===== src/rtl/whack_pkg.sv =====
// rtl/whack_pkg.sv - shared state encoding, BCD helpers and seven-segment table
package whack_pkg;

    localparam int BCD_W = 4;

    localparam logic [1:0] ST_IDLE = 2'd0;
    localparam logic [1:0] ST_PLAY = 2'd1;
    localparam logic [1:0] ST_OVER = 2'd2;

    // Active-low {g,f,e,d,c,b,a}
    localparam logic [6:0] SEG_0    = 7'b1000000;
    localparam logic [6:0] SEG_1    = 7'b1111001;
    localparam logic [6:0] SEG_2    = 7'b0100100;
    localparam logic [6:0] SEG_3    = 7'b0110000;
    localparam logic [6:0] SEG_4    = 7'b0011001;
    localparam logic [6:0] SEG_5    = 7'b0010010;
    localparam logic [6:0] SEG_6    = 7'b0000010;
    localparam logic [6:0] SEG_7    = 7'b1111000;
    localparam logic [6:0] SEG_8    = 7'b0000000;
    localparam logic [6:0] SEG_9    = 7'b0010000;
    localparam logic [6:0] SEG_DASH = 7'b0111111;

    function automatic logic [6:0] seg_decode(input logic [BCD_W-1:0] nib);
        logic [6:0] s;
        case (nib)
            4'd0:    s = SEG_0;
            4'd1:    s = SEG_1;
            4'd2:    s = SEG_2;
            4'd3:    s = SEG_3;
            4'd4:    s = SEG_4;
            4'd5:    s = SEG_5;
            4'd6:    s = SEG_6;
            4'd7:    s = SEG_7;
            4'd8:    s = SEG_8;
            4'd9:    s = SEG_9;
            default: s = SEG_DASH;
        endcase
        return s;
    endfunction

    // Two-digit BCD increment that sticks at 99
    function automatic logic [7:0] bcd_inc_sat(input logic [7:0] v);
        logic [7:0] r;
        if (v == 8'h99) begin
            r = v;
        end else if (v[3:0] == 4'd9) begin
            r = {v[7:4] + 4'd1, 4'd0};
        end else begin
            r = {v[7:4], v[3:0] + 4'd1};
        end
        return r;
    endfunction

    function automatic logic [7:0] bcd_dec(input logic [7:0] v);
        logic [7:0] r;
        if (v == 8'h00) begin
            r = v;
        end else if (v[3:0] == 4'd0) begin
            r = {v[7:4] - 4'd1, 4'd9};
        end else begin
            r = {v[7:4], v[3:0] - 4'd1};
        end
        return r;
    endfunction

endpackage


===== src/rtl/seg7_mux.sv =====
// rtl/seg7_mux.sv - refresh counter, digit select and segment decode for a 4-digit display
module seg7_mux
    import whack_pkg::*;
#(
    parameter int REFRESH_BITS = 16
) (
    input  logic             clk,
    input  logic             clear_n,
    input  logic [BCD_W-1:0] digit0,
    input  logic [BCD_W-1:0] digit1,
    input  logic [BCD_W-1:0] digit2,
    input  logic [BCD_W-1:0] digit3,
    output logic [6:0]       seg,
    output logic [3:0]       an
);

    logic [REFRESH_BITS-1:0] cnt_q;
    logic [REFRESH_BITS-1:0] cnt_d;
    logic [1:0]              sel;
    logic [BCD_W-1:0]        nib;

    assign cnt_d = cnt_q + {{(REFRESH_BITS-1){1'b0}}, 1'b1};
    assign sel   = cnt_q[REFRESH_BITS-1 -: 2];

    always_ff @(posedge clk or negedge clear_n) begin
        if (!clear_n) begin
            cnt_q <= '0;
        end else begin
            cnt_q <= cnt_d;
        end
    end

    always_comb begin
        nib = digit0;
        case (sel)
            2'd0: nib = digit0;
            2'd1: nib = digit1;
            2'd2: nib = digit2;
            2'd3: nib = digit3;
            default: nib = digit0;
        endcase
    end

    assign an  = ~(4'b0001 << sel);
    assign seg = seg_decode(nib);

endmodule


===== src/rtl/whack_score_keeper.sv =====
// rtl/whack_score_keeper.sv - game round FSM, BCD score/timer/high-score and display drive
module whack_score_keeper
    import whack_pkg::*;
#(
    parameter int ROUND_SECS   = 30,
    parameter int REFRESH_BITS = 16
) (
    input  logic       clk,
    input  logic       clear_n,
    input  logic       start,
    input  logic       hit_pulse,
    input  logic       sec_tick,
    output logic       game_active,
    output logic       game_over,
    output logic [7:0] score_bcd,
    output logic [7:0] time_bcd,
    output logic [7:0] high_bcd,
    output logic [6:0] seg,
    output logic [3:0] an
);

    localparam logic [7:0] TIME_RELOAD = {4'(ROUND_SECS / 10), 4'(ROUND_SECS % 10)};

    logic [1:0] state_q, state_d;
    logic [7:0] score_q, score_d;
    logic [7:0] time_q,  time_d;
    logic [7:0] high_q,  high_d;
    logic [7:0] shown_score;

    always_ff @(posedge clk or negedge clear_n) begin
        if (!clear_n) begin
            state_q <= ST_IDLE;
            score_q <= 8'h00;
            time_q  <= TIME_RELOAD;
            high_q  <= 8'h00;
        end else begin
            state_q <= state_d;
            score_q <= score_d;
            time_q  <= time_d;
            high_q  <= high_d;
        end
    end

    always_comb begin
        state_d = state_q;
        score_d = score_q;
        time_d  = time_q;
        high_d  = high_q;
        case (state_q)
            ST_IDLE, ST_OVER: begin
                // A hit coinciding with start is dropped: the round begins at 00
                if (start) begin
                    state_d = ST_PLAY;
                    score_d = 8'h00;
                    time_d  = TIME_RELOAD;
                end
            end
            ST_PLAY: begin
                if (hit_pulse) begin
                    score_d = bcd_inc_sat(score_q);
                end
                if (sec_tick) begin
                    time_d = bcd_dec(time_q);
                    // Final tick: compare against score_d so a same-cycle hit counts
                    if (time_q == 8'h01) begin
                        state_d = ST_OVER;
                        if (score_d > high_q) begin
                            high_d = score_d;
                        end
                    end
                end
            end
            default: state_d = ST_IDLE;
        endcase
    end

    assign game_active = (state_q == ST_PLAY);
    assign game_over   = (state_q == ST_OVER);
    assign score_bcd   = score_q;
    assign time_bcd    = time_q;
    assign high_bcd    = high_q;

    assign shown_score = (state_q == ST_IDLE) ? high_q : score_q;

    seg7_mux #(
        .REFRESH_BITS(REFRESH_BITS)
    ) u_seg7_mux (
        .clk    (clk),
        .clear_n(clear_n),
        .digit0 (shown_score[3:0]),
        .digit1 (shown_score[7:4]),
        .digit2 (time_q[3:0]),
        .digit3 (time_q[7:4]),
        .seg    (seg),
        .an     (an)
    );

endmodule


===== config.mk =====
export PLATFORM = sky130hd
export DESIGN_NAME = whack_score_keeper
export DESIGN_NICKNAME = d
export VERILOG_FILES = /design/src/rtl/whack_pkg.sv /design/src/rtl/seg7_mux.sv /design/src/rtl/whack_score_keeper.sv
export SDC_FILE = /design/constraint.sdc
export NUM_CORES = 1
export LEC_CHECK = 0
export BUFFER_PORTS_ARGS = -buffer_cell sky130_fd_sc_hd__buf_2
export CAP_MARGIN = 0
export CORE_AREA = 4 4 72 74
export DETAILED_ROUTE_END_ITERATION = 10
export DIE_AREA = 0 0 76 78
export MAX_ROUTING_LAYER = met4
export PLACE_DENSITY_LB_ADDON = 0.05
export SLEW_MARGIN = 20
export SYNTH_ARGS = -nofsm -noshare
export SYNTH_HDL_FRONTEND = slang
export SYNTH_SLANG_ARGS = --single-unit

===== constraint.sdc =====
create_clock -name clk -period 5.4 [get_ports clk]
set_clock_uncertainty 0.1 [all_clocks]
set_input_delay 0.81 -clock clk [delete_from_list [all_inputs] [get_ports clk]]
set_output_delay 0.81 -clock clk [all_outputs]
set_load 0.01 [all_outputs]

; Yosys cells after proc, flatten, opt, wreduce, memory -nomap -nowiden
; Memory sizes are Yosys's and may differ from the RTL's.
; Cells that the tools add are included.
[totals]
rom_bits = 112
register_bits = 42
wordCells = 56
latch_bits = 0
output_inout_bits = 37
mem_bits_rw = 0
n_memories = 1
input_bits = 5
[memory_table]
columns = memory, words, word_bits, rd, rd_clocked_by_memory_dff, write_ports, line_no
row1 = (name not given), 16, 7, 1, 0, 0, whack_pkg.sv:25  ; case (nib)
[op_classes]
n_shift = 1
multipliers = 0
reduce_logical = 11
eq_ne = 13
bitwise_logic = 1
div = 0
magnitude_cmp = 1
n_addsub = 5
n_mux = 17
[op_table]
columns = operator, n
row1 = 8-bit two-way mux, 10
row2 = 8-bit one-hot mux with 2 select lines, 2
row3 = "16-bit by 1-bit adder with 16-bit output, second input constant", 1
row4 = 4-bit one-hot mux with 4 select lines, 1
row5 = "4-bit by 1-bit adder with 4-bit output, second input constant", 2
row6 = "8-bit by 1-bit == test with 1-bit output, second input constant", 1
row7 = "8-bit == test, second input constant", 1
row8 = 8-bit greater-than comparator, 1
row9 = 8-bit logical NOT, 1
row10 = 4-bit AND reduction, 2
row11 = "4-bit by 1-bit subtractor with 4-bit output, second input constant", 2
row12 = "2-bit == test, second input constant", 3
row13 = 2-bit two-way mux, 3
row14 = "2-bit inequality test, second input constant", 3
row15 = 5-bit AND reduction, 1
row16 = "2-bit by 1-bit == test with 1-bit output, second input constant", 2
row17 = "4-bit == test, second input constant", 1
row18 = 2-bit logical NOT, 2
row19 = 4-bit logical NOT, 1
row20 = "2-bit by 1-bit inequality test with 1-bit output, second input constant", 2
row21 = 4-bit NOT, 1
row22 = 2-bit one-hot mux with 2 select lines, 1
row23 = "1-bit by 2-bit << shifter with 4-bit output, first input constant", 1
row24 = 3-bit AND reduction, 1
row25 = 3 further kinds, 3

; Longest topological paths before layout
; Gate-level depths: netlist of the first run.
[depth]
depth_word = 7
depth_mapped = 13
mapped_depth_nobuf = 13

; Hierarchy
; A second synthesis of the first run with hierarchy kept.
[hier_totals]
cells_unflattened = 269
area_unflattened_um2 = 2663.8
[by_module_without_submodules]
columns = module, cells_each, area_each_um2, instances, seq_area_each_um2
row1 = whack_score_keeper, 180, 1712.9, 1, 653.1
row2 = seg7_mux, 89, 950.9, 1, 400.4

; Worst setup path after synthesis of the first run
; No wires, ideal clock.
[synth_timing]
path_kind = flip-flop to output port
startpoint = register u_seg7_mux.cnt_q[15]
endpoint = output port seg[4]
slack_ns = 2.587
stages_incl_launch_ff = 10
t_required_ns = 4.490
path_buffers = 1
t_arrival_ns = 1.903
path_cell_list = dfrtp_1 -> clkbuf_1 -> nor4_1 -> a21oi_1 -> a32oi_1 -> inv_1 -> ha_1 -> inv_1 -> o21ai_0 -> o22ai_1
[synth_via]
elab_chain_cells = 3
elab_cells_between_ends = 6
cone_classes = eq/ne: 3 / mux: 1 / reduce/logical: 1 / memory: 1
[synth_lines]
columns = item, line_no
row1 = "start, declared", seg7_mux.sv:17  ; logic [REFRESH_BITS-1:0] cnt_q;
row2 = "start signal, assigned", seg7_mux.sv:29  ; cnt_q <= cnt_d;
row3 = 2-bit == test (tied with other cells), seg7_mux.sv:35  ; case (sel)
row4 = 4-bit one-hot mux with 4 select lines *, seg7_mux.sv:35
row5 = memory read 16 x 7 bit *, --
row6 = "end, declared", whack_score_keeper.sv:18  ; output logic [6:0] seg,
; Mark *: on every way between the ends. The rest lies on a longest branch, timed or not.

; Final worst setup path of the first run
; Ends and elaborated chain as after synthesis.

==> results.md, run 1 <==
* CTS Hold Buffers Added at 0
* FP Rows at 25
* Largest net degree at the start of global routing at 43
* Synth async-reset ratio at 100%
* Crit Path Class: flip-flop to output pin
* I/O Buffers at 41
* Post-layout minimum cycle time at around 3600 ps
* Sequential fraction of the synthesis area at about two fifths
* FMAX at 274 MHz
* Chip Height at just under 80 um
* Min Hold Slack at roughly 370 ps
* Outcome: finished, final reports clean
* Final wirelength at 5.82 mm
* Via Count at roughly 2200
* Worst-Margin Slew at a little over 900 ps
* Initial Utilization at 59.0%
* Global-route wire length before repair at roughly 10 mm
* Worst EP arrival at between 2000 and 3000 ps
* Area of the multi-input gates at roughly 1500 um^2
* Finished Layout Cells at 385
* Grt ovf at 0
* Root Buffer: clkbuf_8
* Post-synth EDFFs at 0
* Top cell family by delay on the critical path: compound AO/OA/AOI/OAI gates
* Post-synth top flop: dfrtp_1
* Maximum buffer depth of the clock tree at 2
* Area grow syn2layout at 11.7%
* Synth area leader: dfrtp_1
* Placed insts at 377
* Slew Limit Headroom at 38.6%
* CTS H-Tree Depth at 2
* Hold Path Class: flip-flop to flip-flop
* Vias in the first global route at roughly 2200
* Pre-Repair DR Iteration Count at 4
* Final net count at between 300 and 400
* Die footprint at 5930 um^2
* Critical Path Start Type: flip-flop
* Ys Warns at 0
* Clk pin slew, worst setup/hold paths at about 90 ps
* CTS tree: yes
* Register area at 1050 um^2
* Cts bufs inserted at 5
* Setup Fix Bufs, Post-CTS at 0
* Synth top area share at a little under two fifths
* Initial antenna violation count at 0
* Mapped Cells at about 290
* Crit end category: output pin
* Worst VDD drop at 0.224 mV
* Total GRT Usage at between 20% and 30%
* CP max stage delay at ~700 ps
* Syn Nets at 320
* DRC violations left at 0
* CTS sink count at 42
* Pwr per Cell Area at 474 nW/um^2
* Core area at between 4000 and 5000 um^2
* Share of cells above drive strength 1 at around a fifth
* Leak at between 0.001 and 0.0015 uW
* Final setup fails at 0
* Dpl hpwl at 4.33 mm
* Post-route worst setup slack at between 1500 and 2000 ps
* Skew-Pair Late Insertion Delay at 300 ps
* Worst path most repeated cell: inv_1
* RSZ-0062 raised after global routing: false
* Avg Cell Area, Syn at between 9 and 10 um^2
* Via/cell ratio at approximately 5.8
* Mapped Area at approximately 2700 um^2
* CP Buf/Inv Count at 3
* Crit-path slowest cell: dfrtp_1
* Max Cap Viol at 0
* Antenna viol nets, final at 0
* Post-CTS Resized at 0
* Wire per inst at about 15 um
* Yosys reg bits at 42
* GP Congestion at 0.838
* Setup TNS at 0 ps
* Period utilization at between 60% and 70%
* FILL cells at 415
* Max-slew violation count at 0
* Die Width at 76 um
* Largest cells by area after synthesis: dfrtp_1 (37%), ha_1 (11%), a21oi_1 (4.4%)
* Worst-path maximum fanout at 29
* Crit path required time at around 4500 ps
* Pre-CTS setup slack at 2100 ps
* Top Ports at 42
* Hold Fails Final Rpt at 0
* 1st-iter DRT viols at slightly below 100
* Reg2Reg Setup Slack at approximately 2400 ps
* Worst-path cell chain: nor4_1 > a21oi_1 > a32oi_1 > inv_1 > ha_1 > inv_1 > o21ai_0 > o22ai_1 > buf_2
* Synth cell types at 47
* Ant diodes at 0
-- cell usage after synthesis, types with 2 or more instances --
library cell	instances
dfrtp_1	40
xnor2_1	13
mux2_2	7
a22o_1	5
xor2_1	5
o21ai_0	13
nor4_1	9
nand2b_1	7
and4_1	2
and3b_1	2
o31ai_1	2
nor3_1	3
and3_1	4
a21oi_1	24
dfstp_2	2
o211ai_1	2
a21o_1	3
or2_2	2
clkbuf_1	7
a32oi_1	3
nand4_1	4
and2_1	2
inv_1	25
mux2i_1	6
ha_1	23
nand3_1	11
buf_2	3
nor2b_1	6
nor2_1	17
nand2_1	23
-- cell families after synthesis --
logic type / count (synthesis) / synth area share, %
compound gates: 63 / 15.1
mux: 13 / 5.12
simple gates: 97 / 19.5
fa+ha+maj: 23 / 10.6
flops: 42 / 38.8
xor+xnor: 18 / 5.81
buf+inv: 36 / 5.12
-- layer usage --
layer  share of wire [%]  vias up  GRT usage [%]
met3                 4.4       12           4.06
met2                  47       47           34.7
li1                    -     1097              -
met4                 1.9        0           7.47
met5                   0        -              -
met1                  46     1070           27.5
-- final timing paths --
path / to / from / cells past startpoint
hold reg to reg: u_seg7_mux.cnt_q[11] / u_seg7_mux.cnt_q[11] / 1
max in group asynchronous: high_bcd[5] / clear_n / 1
setup reg to reg: high_bcd[5] / score_bcd[0] / 12
hold / removal: u_seg7_mux.cnt_q[11] / u_seg7_mux.cnt_q[11] / 1
min in group asynchronous: score_bcd[2] / clear_n / 1
setup / recovery: seg[4] / u_seg7_mux.cnt_q[15] / 9
-- flip-flops by register name, indices dropped and copies added (netlist names) --
register          flops
time_bcd              8
high_bcd              8
state_q               2
u_seg7_mux.cnt_q     16
score_bcd             8
-- placed cells by master (no fill, tap or decap), types with 6 or more instances in the layout --
cell | netlist | final
buf_2 | 3 | 41
mux2_2 | 7 | 7
mux2i_1 | 6 | 6
o21ai_0 | 13 | 13
nor4_1 | 9 | 9
nand3_1 | 11 | 11
dfrtp_1 | 40 | 40
inv_1 | 25 | 25
xnor2_1 | 13 | 13
nand2b_1 | 7 | 7
nor2_1 | 17 | 17
nand2_1 | 23 | 23
nor2b_1 | 6 | 6
ha_1 | 23 | 23
a21oi_1 | 24 | 24
-- report_power, final --
part           total [uW]  internal, uW  leakage [uW]  switching (uW)
Sequential            480           379      0.000539             102
Clock                 201          91.2     0.0000452             109
Combinational         757           312      0.000900             444
-- worst register-to-register path: stages (launching register included) --
cell,delay [ps]
dfrtp_1,480
ha_1,250
and3b_1,200
nand2_1,70
nand2_1,70
a21oi_1,260
inv_1,80
ha_1,290
nor2b_1,130
o211ai_1,100
a21o_1,200
a21oi_4,290
mux2_2,380
-- stage by stage --
step,total power [uW],cell area (um^2),utilization (%)
detailed placement,1250,2950,64.1
global placement,1230,2950,64.1
finish,1440,3030,65.9
CTS,1450,3030,65.9
floorplan,1000,2710,-
global route,1580,3030,65.9
-- area by class of cell --
class	instances	area share, %
Inverter	26	3.22
Clock inverter	2	0.454
Multi-Input combinational cell	214	50.2
Timing Repair Buffer	41	6.77
Tap cell	54	2.23
Clock buffer	6	2.39
Sequential cell	42	34.8
No activity file was read; power rests on OpenSTA's default activity.
==> run 2, diff against run 1 <==
ABC_AREA = 1   (was not set)
CORE_AREA = 4 4 80 82   (was 4 4 72 74)
DIE_AREA = 0 0 84 86   (was 0 0 76 78)
clock period = 3.05 ns   (was 5.4 ns; I/O delays follow)
==> run 2 against run 1 <==
Compared with the run above: sequential share of layout area shrank 2.8 points; synthesized cell count grew 33%; first-iteration DRC count grew 34%; design area grew 8.7%; non-clock buffer count grew 1; clock-buffer cell count shrank 1; register-to-register slack lost 2000 ps; global-route usage shrank 1.2 points; sequential power grew 87%; core utilization shrank 8.6 points; power grew 120%; critical path type unchanged.
==> results.md, run 2 <==
* Outcome: finished, final reports clean (unchanged)
* Reg-to-reg endpoint: high_bcd[1] (was high_bcd[5])
* Post-synth EDFFs at 0 (unchanged)
* Critical Path Start Type: flip-flop (unchanged)
* CP endpoint: seg[3] (was seg[4])
* Crit path required time at 2490 ps (was 4490 ps)
* Total GRT Usage at 20.5% (was 21.6%)
* Initial antenna violation count at 0 (unchanged)
* CTS H-Tree Depth at 2 (unchanged)
* Worst reg2reg startpoint: score_bcd[1] (was score_bcd[0])
* Top Ports at 42 (unchanged)
* Sequential fraction of the synthesis area at 36.4% (was 38.8%)
* Setup Fix Bufs, Post-CTS at 0 (unchanged)
* Grt met3 use at 3.55% (was 4.06%)
* Largest net degree at the start of global routing at 43 (unchanged)
* Commonest non-fill, non-tap cell in the layout: nand2_1 (was buf_2)
* Skew-Pair Late Insertion Delay at 310 ps (was 300 ps)
* FP Rows at 28 (was 25)
* FMAX at between 300 and 400 MHz
* Top reg by flops: u_seg7_mux.cnt_q (unchanged)
* Hold Fails Final Rpt at 0 (unchanged)
* FILL cells at 567 (was 415)
* Grt ovf at 0 (unchanged)
* Root Buffer: clkbuf_8 (unchanged)
* Beginning of the critical path: u_seg7_mux.cnt_q[14] (was u_seg7_mux.cnt_q[15])
* Leak at 0.00178 uW (was 0.00148 uW)
* Area after DPL at 3180 um^2 (was 2950 um^2)
* 1st-iter DRT viols at 131 (was 98)
* Max reg flops at 16 (unchanged)
* DRC violations left at 0 (unchanged)
* Pre-CTS setup slack at 341 ps (was 2100 ps)
* P_sw at 1520 uW (was 655 uW)
* Avg Cell Area, Syn at 7.43 um^2 (was 9.29 um^2)
* Final setup fails at 0 (unchanged)
* Post-route worst setup slack at 198 ps (was 1750 ps)
* Worst Reg-to-Reg Cells at 15 (was 12)
* Area of the multi-input gates at 1640 um^2 (was 1520 um^2)
* Reg2Reg Setup Slack at 330 ps (was 2370 ps)
* Pwr per Cell Area at 947 nW/um^2 (was 474 nW/um^2)
* Wire per inst at 13.2 um (was 15.1 um)
* Worst VDD drop at 0.548 mV (was 0.224 mV)
* Pint at 1600 uW (was 782 uW)
* Clock share of power at 14.5% (was 14.0%)
* Worst-Margin Slew at 952 ps (was 921 ps)
* Slew Limit Headroom at 36.6% (was 38.6%)
* Pre-Repair DR Iteration Count at 5 (was 4)
* Worst-path maximum fanout at 7 (was 29)
* Maximum buffer depth of the clock tree at 2 (unchanged)
* I/O Buffers at 41 (unchanged)
* Final wirelength at 6.72 mm (was 5.82 mm)
* Leading cell types by count after synthesis: nand2_1 (128), inv_1 (43), dfrtp_1 (40), nand3_1 (28), nor2_1 (26) (was dfrtp_1 (40), inv_1 (25), a21oi_1 (24), ha_1 (23), nand2_1 (23))
* Die Width at 84 um (was 76 um)
* Final Cell Area at 3290 um^2 (was 3030 um^2)
* Ant diodes at 0 (unchanged)
* CTS sink count at 42 (unchanged)
* Met2 GRT Util at 33.6% (was 34.7%)
* Synth cell types at 31 (was 47)
* Area grow syn2layout at 13.9% (was 11.7%)
* Cell with the most instances after synthesis: nand2_1 (was dfrtp_1)
* Mapped Cells at 389 (was 292)
* Chip Height at 86 um (was 78 um)
* Max Cap Viol at 0 (unchanged)
* Crit Path Class: flip-flop to output pin (unchanged)
* Crit end category: output pin (unchanged)
* Synth async-reset ratio at 100% (unchanged)
* Dpl hpwl at 5.12 mm (was 4.33 mm)
* Max-slew violation count at 0 (unchanged)
* Initial Utilization at 50.3% (was 59.0%)
* Met1 GRT Util at 26.3% (was 27.5%)
* Post-synth top flop: dfrtp_1 (unchanged)
* Global-route wire length before repair at 11.7 mm (was 10.2 mm)
* Hold Path Class: input pin to async pin (was flip-flop to flip-flop)
* GP Congestion at 0.876 (was 0.838)
* Syn Nets at 417 (was 320)
* Via/cell ratio at 5.07 (was 5.78)
* Post-layout minimum cycle time at roughly 2900 ps
* Final net count at 462 (was 358)
* Worst EP arrival at 2290 ps (was 2740 ps)
* Antenna viol nets, final at 0 (unchanged)
* Period utilization at 93.5%
* Die footprint at 7220 um^2 (was 5930 um^2)
* Clk pin slew, worst setup/hold paths at 100 ps (was 90 ps)
* Global routing's busiest layer: met2 (unchanged)
* Synth top area share at 34.6% (was 36.9%)
* Yosys reg bits at 42 (unchanged)
* Share of cells above drive strength 1 at 19.5% (was 19.3%)
* Register area at 1050 um^2 (unchanged)
* Mapped Area at 2890 um^2 (was 2710 um^2)
* Ys Warns at 0 (unchanged)
* Vias in the first global route at 2510 (was 2216)
* Switching Fraction at 48.6% (was 45.6%)
* Comb power frac at 56.6% (was 52.6%)
* Synth area leader: dfrtp_1 (unchanged)
* CTS tree: yes (unchanged)
* Sequential share of power at 28.8% (was 33.4%)
* Largest cells by area after synthesis: dfrtp_1 (35%), nand2_1 (17%), ha_1 (10%) (was dfrtp_1 (37%), ha_1 (11%), a21oi_1 (4.4%))
* Commonest cells after routing, fill and taps aside: nand2_1 (128), inv_1 (43), buf_2 (41), dfrtp_1 (40), nand3_1 (28) (was buf_2 (41), dfrtp_1 (40), inv_1 (25), a21oi_1 (24))
* Via Count at 2584 (was 2226)
* Core area at 5750 um^2 (was 4600 um^2)
* Cts bufs inserted at 5 (unchanged)
[run 2: cell types whose count changed after synthesis, moves of 7 or more]
| cell | previous run | this run |
|---|---|---|
| nand2_1 | 23 | 128 |
| inv_1 | 25 | 43 |
| a21oi_1 | 24 | 7 |
| nand3_1 | 11 | 28 |
| nand2_2 | 0 | 10 |
| nor2_1 | 17 | 26 |
| nor4_1 | 9 | 0 |
| clkbuf_1 | 7 | 0 |
| mux2_2 | 7 | 0 |
| nand2b_1 | 7 | 0 |
| xnor2_1 | 13 | 6 |
| xor2_1 | 5 | 12 |
[run 2: power by group through the flow]
stage / registers (uW) / clock network (uW) / logic, uW
6_report: 900 / 452 / 1770
5_1_grt: 929 / 487 / 2050
4_1_cts: 899 / 468 / 1770
3_5_place_dp: 910 / 0 / 1760
3_3_place_gp: 910 / 0 / 1740
2_1_floorplan: 924 / 0 / 1190
[run 2: per-layer routing]
metal / vias up / part of all wire [%]
met2: 61 / 47
met4: 0 / 1.1
met5: - / 0
li1: 1327 / -
met3: 10 / 4.9
met1: 1186 / 47
[run 2: worst min-delay path by stage]
stage                              startpoint                  end  slack (ps)  depth (start not counted)
after global routing                  clear_n         score_bcd[6]         260                          1
after global placement    u_seg7_mux.cnt_q[0]  u_seg7_mux.cnt_q[0]         340                          1
final                                 clear_n         score_bcd[6]         190                          1
after detailed placement  u_seg7_mux.cnt_q[0]  u_seg7_mux.cnt_q[0]         350                          1
after CTS                             clear_n         score_bcd[6]         220                          1
after floorplan                       clear_n          high_bcd[0]          60                          0
[run 2: kinds of logic after synthesis]
| family | synth area share (%) |
|---|---|
| AO/OA/AOI/OAI | 7.79 |
| XOR/XNOR | 5.45 |
| adder cells (fa/ha/maj) | 9.95 |
| buffers and inverters | 6.92 |
| flip-flops | 36.4 |
| AND/OR/NAND/NOR | 33.4 |
[run 2: metrics by stage]
| step | total power, uW | instances | setup TNS, ps | hold WS [ps] | util (%) |
|---|---|---|---|---|---|
| after global placement | 2650 | 502 | 0 | 342 | 55.3 |
| after detailed placement | 2670 | 502 | 0 | 353 | 55.3 |
| after CTS | 3140 | 510 | 0 | 223 | 57.3 |
| after floorplan | 2110 | 389 | 0 | 61.9 | - |
| final | 3120 | 510 | 0 | 189 | 57.3 |
| after global routing | 3460 | 510 | -16.0 | 260 | 57.3 |
[run 2: repair_timing]
item                                    in CTS  in global routing
hold buffers                                 0                  0
endpoints found under the setup margin       0                  8
gates resized for setup                      0                  1
[run 2: area by class of cell]
cell class,instances,area share [%]
Timing Repair Buffer,42,6.46
Tap cell,75,2.85
Clock buffer,5,2.09
Multi-Input combinational cell,295,49.8
Clock inverter,3,1.33
Sequential cell,42,32.0
Inverter,48,5.47
[run 2: critical path: stages (launching register included)]
cell	delay, ps
dfrtp_1	420
inv_2	150
nand2_1	90
o21ai_0	260
nand2_1	100
nand2_1	180
inv_1	100
ha_1	270
inv_1	60
nand3_1	90
nand3_1	90
nand2_1	60
buf_2	130
